### src/rtl/pipe_stage_reg.sv
// Elastic pipeline register for inter-stage boundaries.
// Main entry drives the output. A skid entry absorbs one extra bundle, so
// in_ready depends only on registered state and rst. A flush drops every
// held entry and the input of that cycle. The saturating stall counter
// counts cycles in which a live output is blocked downstream.
module pipe_stage_reg #(
  parameter int unsigned       DATA_W     = 51,
  parameter logic [DATA_W-1:0] RST_VAL    = '0,
  parameter bit                CLEAR_DATA = 1'b1,
  parameter int unsigned       CNT_W      = 16
) (
  input  logic              clk,
  input  logic              rst,
  input  logic              flush,
  input  logic              in_valid,
  output logic              in_ready,
  input  logic [DATA_W-1:0] in_data,
  output logic              out_valid,
  input  logic              out_ready,
  output logic [DATA_W-1:0] out_data,
  output logic [1:0]        occupancy,
  output logic [CNT_W-1:0]  stall_cnt
);

  localparam logic [CNT_W-1:0] CNT_ONE = CNT_W'(1);

  logic              main_v_q, main_v_d;
  logic [DATA_W-1:0] main_d_q, main_d_d;
  logic              skid_v_q, skid_v_d;
  logic [DATA_W-1:0] skid_d_q, skid_d_d;
  logic [CNT_W-1:0]  stall_q,  stall_d;

  logic acc;
  logic drn;

  // The skid entry is the only reason to refuse input, so ready is registered.
  assign in_ready  = ~skid_v_q & ~rst;
  assign acc       = in_valid & in_ready & ~flush;
  assign drn       = main_v_q & out_ready;

  assign out_valid = main_v_q;
  assign out_data  = main_d_q;
  assign occupancy = {1'b0, main_v_q} + {1'b0, skid_v_q};
  assign stall_cnt = stall_q;

  // Next-state for both entries and the stall counter; rst over flush over moves.
  always_comb begin
    main_v_d = main_v_q;
    main_d_d = main_d_q;
    skid_v_d = skid_v_q;
    skid_d_d = skid_d_q;
    stall_d  = stall_q;

    if (main_v_q && !out_ready && (stall_q != '1)) begin
      stall_d = stall_q + CNT_ONE;
    end

    if (rst) begin
      main_v_d = 1'b0;
      skid_v_d = 1'b0;
      stall_d  = '0;
      if (CLEAR_DATA) begin
        main_d_d = RST_VAL;
        skid_d_d = RST_VAL;
      end
    end else if (flush) begin
      main_v_d = 1'b0;
      skid_v_d = 1'b0;
      if (CLEAR_DATA) begin
        main_d_d = RST_VAL;
        skid_d_d = RST_VAL;
      end
    end else if (!main_v_q || drn) begin
      // Main frees up: refill from skid first to keep FIFO order.
      // in_ready is low whenever skid is full, so acc cannot coincide
      // with a skid-to-main advance.
      if (skid_v_q) begin
        main_v_d = 1'b1;
        main_d_d = skid_d_q;
        skid_v_d = 1'b0;
      end else if (acc) begin
        main_v_d = 1'b1;
        main_d_d = in_data;
      end else begin
        main_v_d = 1'b0;
      end
    end else if (acc) begin
      skid_v_d = 1'b1;
      skid_d_d = in_data;
    end
  end

  // State registers.
  always_ff @(posedge clk) begin
    main_v_q <= main_v_d;
    main_d_q <= main_d_d;
    skid_v_q <= skid_v_d;
    skid_d_q <= skid_d_d;
    stall_q  <= stall_d;
  end

endmodule

### config.mk
export PLATFORM = sky130hd
export DESIGN_NAME = pipe_stage_reg
export DESIGN_NICKNAME = d
export VERILOG_FILES = /design/src/rtl/pipe_stage_reg.sv
export SDC_FILE = /design/constraint.sdc
export NUM_CORES = 1
export LEC_CHECK = 0
export BUFFER_PORTS_ARGS = -buffer_cell sky130_fd_sc_hd__buf_2
export CORE_ASPECT_RATIO = 0.9
export CORE_MARGIN = 5
export CORE_UTILIZATION = 35
export DETAILED_ROUTE_END_ITERATION = 10
export PLACE_DENSITY = 0.58
export SLEW_MARGIN = 20
export SYNTH_ARGS = -nofsm -noshare
export SYNTH_HDL_FRONTEND = slang
export SYNTH_SLANG_ARGS = --single-unit
### constraint.sdc
create_clock -name clk -period 2.05 [get_ports clk]
set_input_delay 0.41 -clock clk [delete_from_list [all_inputs] [get_ports clk]]
set_output_delay 0.41 -clock clk [all_outputs]
set_load 0.01 [all_outputs]
Word level (Yosys, flattened, before mapping)
Index checks and enable logic that the tools add are counted.
{ "word_totals": {"romBits": 0, "memories": 0, "ramBits": 0, "inputBits": 56, "latchBits": 0, "wordCells": 30, "ff_bits": 120} }
{ "op_classes": {"eq_ne": 1, "div": 0, "n_mux": 4, "shifts": 0, "magnitude_cmp": 0, "n_bitwise": 8, "n_reduce_logical": 10, "addsub": 2, "multipliers": 0} }
{ "ops": {"columns": ["cell", "count"], "rows": [
  ["$mux 51", 2],
  ["$add 16x1->16 const B", 1],
  ["$ne 16x16->1 const B", 1],
  ["$and 1x1->1", 4],
  ["$not 1->1", 4],
  ["$reduce_and 2->1", 2],
  ["$reduce_or 3->1", 1],
  ["$add 1x1->2", 1],
  ["$logic_and 1x1->1", 2],
  ["$logic_not 1->1", 2],
  ["$mux 1", 2],
  ["$reduce_bool 2->1", 1],
  ["$reduce_or 2->1", 1],
  ["$logic_or 1x1->1", 1]
]} }

Logic depth before layout (Yosys ltp)
Gate-level depths: netlist of run 1.
{ "logic_depth": {"depth_word": 6, "depth_mapped": 7, "ltp_nobuf": 5} }

Least setup slack after synthesis of run 1
No wires, ideal clock.
{ "synth_timing": {"path_kind": "input to register", "start": "input flush", "end": "register skid_d_q[40]", "cell_stages": 6, "n_path_buf": 2, "t_arrival_ns": 1.572, "setup_ns": 0.117, "path_slack_ns": 0.361, "cell_sequence": "or3b_1 or3_4 buf_6 buf_6 nand3_1 o21ai_1"} }
{ "synth_via": {"elab_chain_cells": 3} }
{ "synth_lines": {"columns": ["element", "line", "text"], "rows": [
  ["start: declaration", "14", "input logic flush,"],
  ["$not 1->1", "38", "assign acc = in_valid & in_ready & ~flush;"],
  ["$and 1x1->1", "38", null],
  ["$reduce_and 2->1 (no line)", null, null],
  ["end signal: assignment", "98", "skid_d_q <= skid_d_d;"],
  ["end: declaration", "30", "logic [DATA_W-1:0] skid_d_q, skid_d_d;"]
]} }
Several ways; a longest one is shown, not always the timed one.
A chain may end at the register's enable or synchronous reset.

Worst setup path in the final report of run 1
{ "layout_timing": {"start": "register stall_q[1], in the netlist stall_cnt[1]", "end": "register stall_q[1], in the netlist stall_cnt[1]"} }
{ "layout_via": {"elab_chain_cells": 2} }
{ "layout_lines": {"columns": ["element", "line", "text"], "rows": [
  ["start: declaration", "31", "logic [CNT_W-1:0] stall_q, stall_d;"],
  ["start signal: assignment", "99", "stall_q <= stall_d;"],
  ["parallel branches: the longest is 2 deep, another holds $add 16x1->16", null, null]
]} }
Parallel ways; which one is timed is not known.

==> results of run 1 <==
[sequential cells by signal (all words and copies together) (netlist names)]
register / cells
out_data: 51
stall_cnt: 16
skid_d_q: 51
out_valid: 1
skid_v_q: 1
[timing repair]
item	CTS	global route
setup endpoints to repair	0	5
setup buffers	0	2
hold buffers	0	0
[layout make-up]
cell class              count  area, um^2  share of cell area [%]
well taps                 193         241                    3.74
flip-flops and latches    120        2410                    37.3
multi-input cells         339        2220                    34.4
clock inverters             2        35.0                   0.543
clock buffers              26         531                    8.22
repair buffers            145         823                    12.8
inverters                  53         199                    3.08
[stage by stage]
step / total power, mW / std cells
floorplan: 2.62 / 555
global placement: 2.76 / 848
detailed placement: 2.76 / 848
CTS: 5.61 / 876
global route: 5.77 / 878
finish: 5.52 / 878
[cells in the mapped netlist, drive strengths merged]
master / number / share of area [%]
nor4: 1 / 0.12
o21ai: 57 / 5.6
nand4: 6 / 1.2
xor2: 1 / 0.17
and3: 1 / 0.12
nor3: 4 / 0.40
o41ai: 1 / 0.54
o22ai: 1 / 0.12
or3: 8 / 1.1
o31ai: 5 / 0.74
dfxtp: 120 / 47
nand2b: 1 / 0.12
o2111ai: 1 / 0.17
and3b: 1 / 0.17
nand3: 58 / 6.7
or4: 5 / 0.74
a211oi: 51 / 7.6
a21oi: 13 / 1.4
inv: 53 / 3.9
nand2: 4 / 0.30
and4: 3 / 0.52
and2b: 1 / 0.15
nor2: 59 / 4.4
o21bai: 1 / 0.15
or2: 1 / 0.12
buf: 31 / 4.3
mux2i: 52 / 10
ha: 2 / 0.49
clkbuf: 12 / 0.89
or3b: 1 / 0.17
[routing by layer]
layer	up-vias	global-route usage, %	wire (um)
met5	-	0	11
li1	2203	-	-
met1	1953	17.9	5570
met4	2	6.48	204
met3	17	4.36	509
met2	93	25.3	5970
[logic make-up after synthesis]
group / count (synthesis)
fa+ha+maj: 2
compound gates: 130
mux: 52
flops: 120
xor+xnor: 1
buf+inv: 96
simple gates: 154
[power groups by stage]
stage	combinational, mW	sequential (mW)	clock (mW)
after global routing	0.371	2.39	3.01
after floorplan	0.173	2.44	0
after CTS	0.332	2.38	2.90
after detailed placement	0.330	2.43	0
final	0.327	2.39	2.81
after global placement	0.324	2.43	0
[placed cells by master, fill, tap and decap left out, types with 2 or more instances in the layout]
cell type,instances
a211oi_1,51
a21oi_1,12
and4_1,3
buf_12,4
buf_2,126
buf_4,15
clkbuf_1,3
clkbuf_16,18
clkbuf_8,5
dfxtp_1,119
ha_1,2
inv_1,53
mux2i_1,52
nand2_1,4
nand3_1,48
nand3_2,10
nand4_1,4
nor2_1,58
nor3_1,4
o21ai_0,7
o21ai_1,50
o31ai_1,5
or3_1,7
or4_1,5
[worst max path at each step]
stage | start | end | slack (ns)
detailed placement | flush | out_data[39]$_SDFFE_PP0P_ | 0.14
CTS | stall_cnt[1]$_SDFFE_PP0P_ | stall_cnt[4]$_SDFFE_PP0P_ | 0.15
global placement | flush | skid_d_q[0]$_SDFFE_PP0P_ | 0.15
finish | stall_cnt[1]$_SDFFE_PP0P_ | stall_cnt[1]$_SDFFE_PP0P_ | 0.22
floorplan | flush | skid_d_q[40]$_SDFFE_PP0P_ | 0.36
global route | stall_cnt[1]$_SDFFE_PP0P_ | stall_cnt[1]$_SDFFE_PP0P_ | 0.09
[worst register-to-register path: cells and delay by family (launching register included)]
| kind | cells | cell delay (ns) |
|---|---|---|
| adders and majority gates | 1 | 0.26 |
| buffers and inverters | 1 | 0.19 |
| and+or+nand+nor | 2 | 0.25 |
| AOI/OAI and AO/OA | 1 | 0.42 |
| muxes | 1 | 0.19 |
| DFF | 1 | 0.41 |
==> results.tsv, run 1 <==
metric	value	unit
io pins	127	
Netlist cell types	39	
Mapped Cells	555	
Synthesized Nets	613	
YS warnings	0	
maximum capacitance violations	0	
Worst Setup Start Kind	register	
worst-margin pin slew	0.438	ns
Seq cells post-synth	120	
Compound-Gate Fraction of Synth Area	16.3	%
layout cells sized above 1	27.4	%
largest family of logic cells by synthesized area	simple AND/OR/NAND/NOR gates	
sw power	1.15	mW
Tcrit/Tclk final	89.2	%
delay-heaviest family, CP	compound AO/OA/AOI/OAI gates	
WP buf/inv	1	
CTS buffer count	17	
worst-skew pair later-pin latency	0.40	ns
HPWL after detailed placement	8490	um
H-tree Lvls	4	
Initial Util	35.9	%
internal power	4.37	mW
antenna viol nets, final	0	
WL final	12300	um
Final Instance Area	6450	um^2
CP Data Required Time	2.34	ns
Fillers	1356	
DR vias/cell	4.86	
drt wl/cell	14.0	um
multiplexer share of the synthesized area	10.3	%
vias in the first global route	4206	
cell area after synthesis	5070	um^2
Placed Area	5870	um^2
Comb pwr share	5.9	%
setup slack, reg-to-reg	0.22	ns
Setup CP Type	reg2reg	
fin nets	734	
Synth Area in Adders	0.494	%
Clock Root Buffer	clkbuf_16	
WHS Endpoint	skid_d_q[47]$_SDFFE_PP0P_	
worst path cell trace	ha_1 > nand4_1 > o41ai_4 > buf_4 > mux2i_1 > nor2_1	
floorplan core area	14100	um^2
RSZ-0062 raised after global routing	false	
slack of the critical path	0.221	ns
final hold viol count	0	
Post-Synth XOR/XNOR Area	0.173	%
worst r2r dst	stall_cnt[1]$_SDFFE_PP0P_	
status	finished, final reports clean	
first drt pass iteration count	4	
gr ovfl total	0	
CP max-delay cell	o41ai_4	
Port Buffer Count	126	
CTS Sinks	120	
worst-case clock buffer depth	2	
post-synthesis sequential area ratio	47.4	%
GRT Total Usage	15.0	%
Hold Crit Class	in2reg	
antenna cells	0	
hold_sp	in_data[47]	
DRC errors left	0	
CP endpoint kind	register	
final core occ	45.7	%
GPL Wtd Cong	0.795	
worst stage delay on the critical path	0.42	ns
worst clock skew	0.00920	ns
min Tclk post-route	1.83	ns
clock-pin slew on the worst setup and hold paths	0.05	ns
FP Rows	41	
Min-Delay Path Depth	3	
Fin Setup TNS	0	ns
Initial DRC Count	203	
Die Y	124	um
Critical R2R Launch	stall_cnt[1]$_SDFFE_PP0P_	
setup slack at placement	0.145	ns
die area	17000	um^2
clock share of power	50.9	%
Max transition margin	70.8	%
WP data arrival	2.12	ns
Sw Share	20.9	%
power density cells	856	nW/um^2
global-route wire length before repair	20200	um
post-CTS sizing	0	
WP depth	6	
mean post-synth cell area	9.13	um^2
Via Count	4268	
Fin Hold WS	0.257	ns
Seq pwr share	43.2	%
largest net degree at the start of global routing	55	
Die Wd	137	um
worst reg2reg path depth	6	
CTS tree	done	
post-synthesis simple-gate area fraction	16.3	%
Leakage Power	2.67	nW
Peak VDD IR	0.498	mV
Final Setup Violations	0	
Area growth syn-to-layout	27.4	%
Max Fclk	0.547	GHz
initial antenna violation count	1	
Max Fanout on Critical Path	6	
number of max-slew violations in the final report	0	
Note: power is estimated with default switching activity, not from simulation.
==> inputs of run 2 (changes only) <==
--- a/config.mk
+++ b/config.mk
@@ -6,7 +6,7 @@
 export NUM_CORES = 1
 export LEC_CHECK = 0
 export BUFFER_PORTS_ARGS = -buffer_cell sky130_fd_sc_hd__buf_2
-export CORE_ASPECT_RATIO = 0.9
+export CORE_ASPECT_RATIO = 0.7
 export CORE_MARGIN = 5
 export CORE_UTILIZATION = 35
 export DETAILED_ROUTE_END_ITERATION = 10
==> run 2 against run 1 <==
Against the previous run:
- utilization down 0.083 points
- worst hold slack got worse by 0.0054 ns
- clock skew hardly changed
- clock power is 3% lower
- first-iteration DRC count fell by 27%
- non-clock buffer count shrank 6
- routed wire length increased by 0.99%
- sequential power about the same
- setup slack better by 0.085 ns
- design area decreased by 0.56%
- combinational power hardly changed
- register-to-register slack gained 0.08 ns
- critical path type unchanged
- critical endpoint unchanged
- highest routed layer is now met4
==> results.tsv, run 2 (synthesis gave the netlist of run 1 again) <==
metric	value	unit
layout cells sized above 1	27.4	%
HPWL after detailed placement	8530	um
Die Y	111	um
internal power	4.22	mW
worst path cell trace	ha_1 > nand4_1 > o41ai_4 > buf_4 > mux2i_1 > nor2_1	
FP Rows	36	
first drt pass iteration count	4	
worst-margin pin slew	0.634	ns
commonest non-fill, non-tap cells in the layout	126 x buf_2, 119 x dfxtp_1, 58 x nor2_1	
power density cells	847	nW/um^2
Leakage Power	2.63	nW
antenna cells	0	
Peak VDD IR	0.516	mV
worst clock skew	0.00887	ns
Clock Root Buffer	clkbuf_16	
Fin Hold WS	0.252	ns
CTS tree	done	
GPL Wtd Cong	0.774	
drt wl/cell	14.2	um
CTS Sinks	120	
most common cell after layout, fill and taps aside	buf_2	
GRT Total Usage	14.8	%
WP data arrival	2.04	ns
Tcrit/Tclk final	85.1	%
Area growth syn-to-layout	26.7	%
largest net degree at the start of global routing	55	
Port Buffer Count	126	
floorplan core area	14100	um^2
RSZ-0062 raised after global routing	false	
Max Fanout on Critical Path	6	
Die Wd	154	um
io pins	127	
clock-pin slew on the worst setup and hold paths	0.06	ns
DR vias/cell	4.89	
worst-case clock buffer depth	2	
vias in the first global route	4216	
CP endpoint kind	register	
WL final	12400	um
CP max-delay cell	dfxtp_1	
antenna viol nets, final	0	
number of max-slew violations in the final report	0	
H-tree Lvls	4	
Initial DRC Count	148	
Max transition margin	57.7	%
gr ovfl total	0	
setup slack, reg-to-reg	0.31	ns
Worst Setup Start Kind	register	
Comb pwr share	6.1	%
Seq pwr share	43.9	%
fin nets	728	
DRC errors left	0	
sw power	1.22	mW
Max Fclk	0.573	GHz
global-route wire length before repair	20900	um
Initial Util	36.0	%
worst-skew pair later-pin latency	0.41	ns
Setup CP Type	reg2reg	
final hold viol count	0	
CTS buffer count	17	
Sw Share	22.5	%
CP Data Required Time	2.35	ns
Fin Setup TNS	0	ns
clock share of power	50.1	%
Via Count	4271	
initial antenna violation count	0	
Final Setup Violations	0	
status	finished, final reports clean	
worst stage delay on the critical path	0.44	ns
die area	17000	um^2
Hold Crit Class	in2reg	
maximum capacitance violations	0	
min Tclk post-route	1.74	ns
[run 2: changes by cell type in the layout (fill, tap and decap cells not counted)]
cell        before  now
buf_12           4    6
buf_4           15    7
clkbuf_1         3    4
clkbuf_16       18   17
clkbuf_8         5    2
clkinv_2         1    6
clkinvlp_4       0    2
nand3_1         48   47
nand3_2         10   11
nor3_1           4    3
nor3_2           0    1
[run 2: critical path, delay by kind of cell (launching register included)]
kind | cells | cell delay (ns)
buffers and inverters | 1 | 0.20
DFF | 1 | 0.44
muxes | 1 | 0.18
adders and majority gates | 1 | 0.29
AOI/OAI and AO/OA | 1 | 0.27
and+or+nand+nor | 2 | 0.24
[run 2: per-stage QoR]
| step | power, mW | utilization (%) | instances | setup slack (ns) | area, um^2 |
|---|---|---|---|---|---|
| 6_report | 5.44 | 45.7 | 873 | 0.305 | 6420 |
| 2_1_floorplan | 2.62 | - | 555 | 0.361 | 5070 |
| 5_1_grt | 5.65 | 45.7 | 873 | 0.127 | 6420 |
| 4_1_cts | 5.52 | 45.6 | 873 | 0.184 | 6410 |
| 3_5_place_dp | 2.77 | 41.7 | 841 | 0.127 | 5860 |
| 3_3_place_gp | 2.76 | 41.7 | 841 | 0.174 | 5860 |
[run 2: path summary, 6_finish.rpt]
| kind | start | cells past startpoint | end |
|---|---|---|---|
| setup / recovery | stall_cnt[0]$_SDFFE_PP0P_ | 6 | stall_cnt[1]$_SDFFE_PP0P_ |
| hold / removal | in_data[46] | 3 | skid_d_q[46]$_SDFFE_PP0P_ |
| setup reg to reg | stall_cnt[0]$_SDFFE_PP0P_ | 6 | stall_cnt[1]$_SDFFE_PP0P_ |
| hold reg to reg | skid_d_q[9]$_SDFFE_PP0P_ | 2 | skid_d_q[9]$_SDFFE_PP0P_ |
[run 2: layer usage]
layer	vias up	wire length (um)	part of all wire [%]	track usage, %
met5	-	0	0	0
met4	0	177	1.4	5.53
met3	18	704	5.7	4.68
met2	99	5600	45	22.8
met1	1956	5910	48	19.4
li1	2198	-	-	-
[run 2: power by group through the flow]
stage               clock [mW]  sequential, mW  combinational (mW)
finish                    2.72            2.38               0.330
global placement             0            2.43               0.328
CTS                       2.80            2.38               0.336
floorplan                    0            2.44               0.173
global route              2.89            2.39               0.372
detailed placement           0            2.43               0.334
[run 2: cell type report]
class                           count  area [um^2]
Fill cell                        1412         7640
Sequential cell                   120         2410
Multi-Input combinational cell    339         2230
Timing Repair Buffer              139          803
Clock buffer                       23          468
Tap cell                          190          238
Inverter                           53          199
Clock inverter                      9         75.1
[run 2: repair_timing]
action                                  in CTS  in global routing
buffers inserted                             0                  0
endpoints found under the setup margin       0                  3
gates resized for setup                      0                  2
hold buffers                                 0                  0
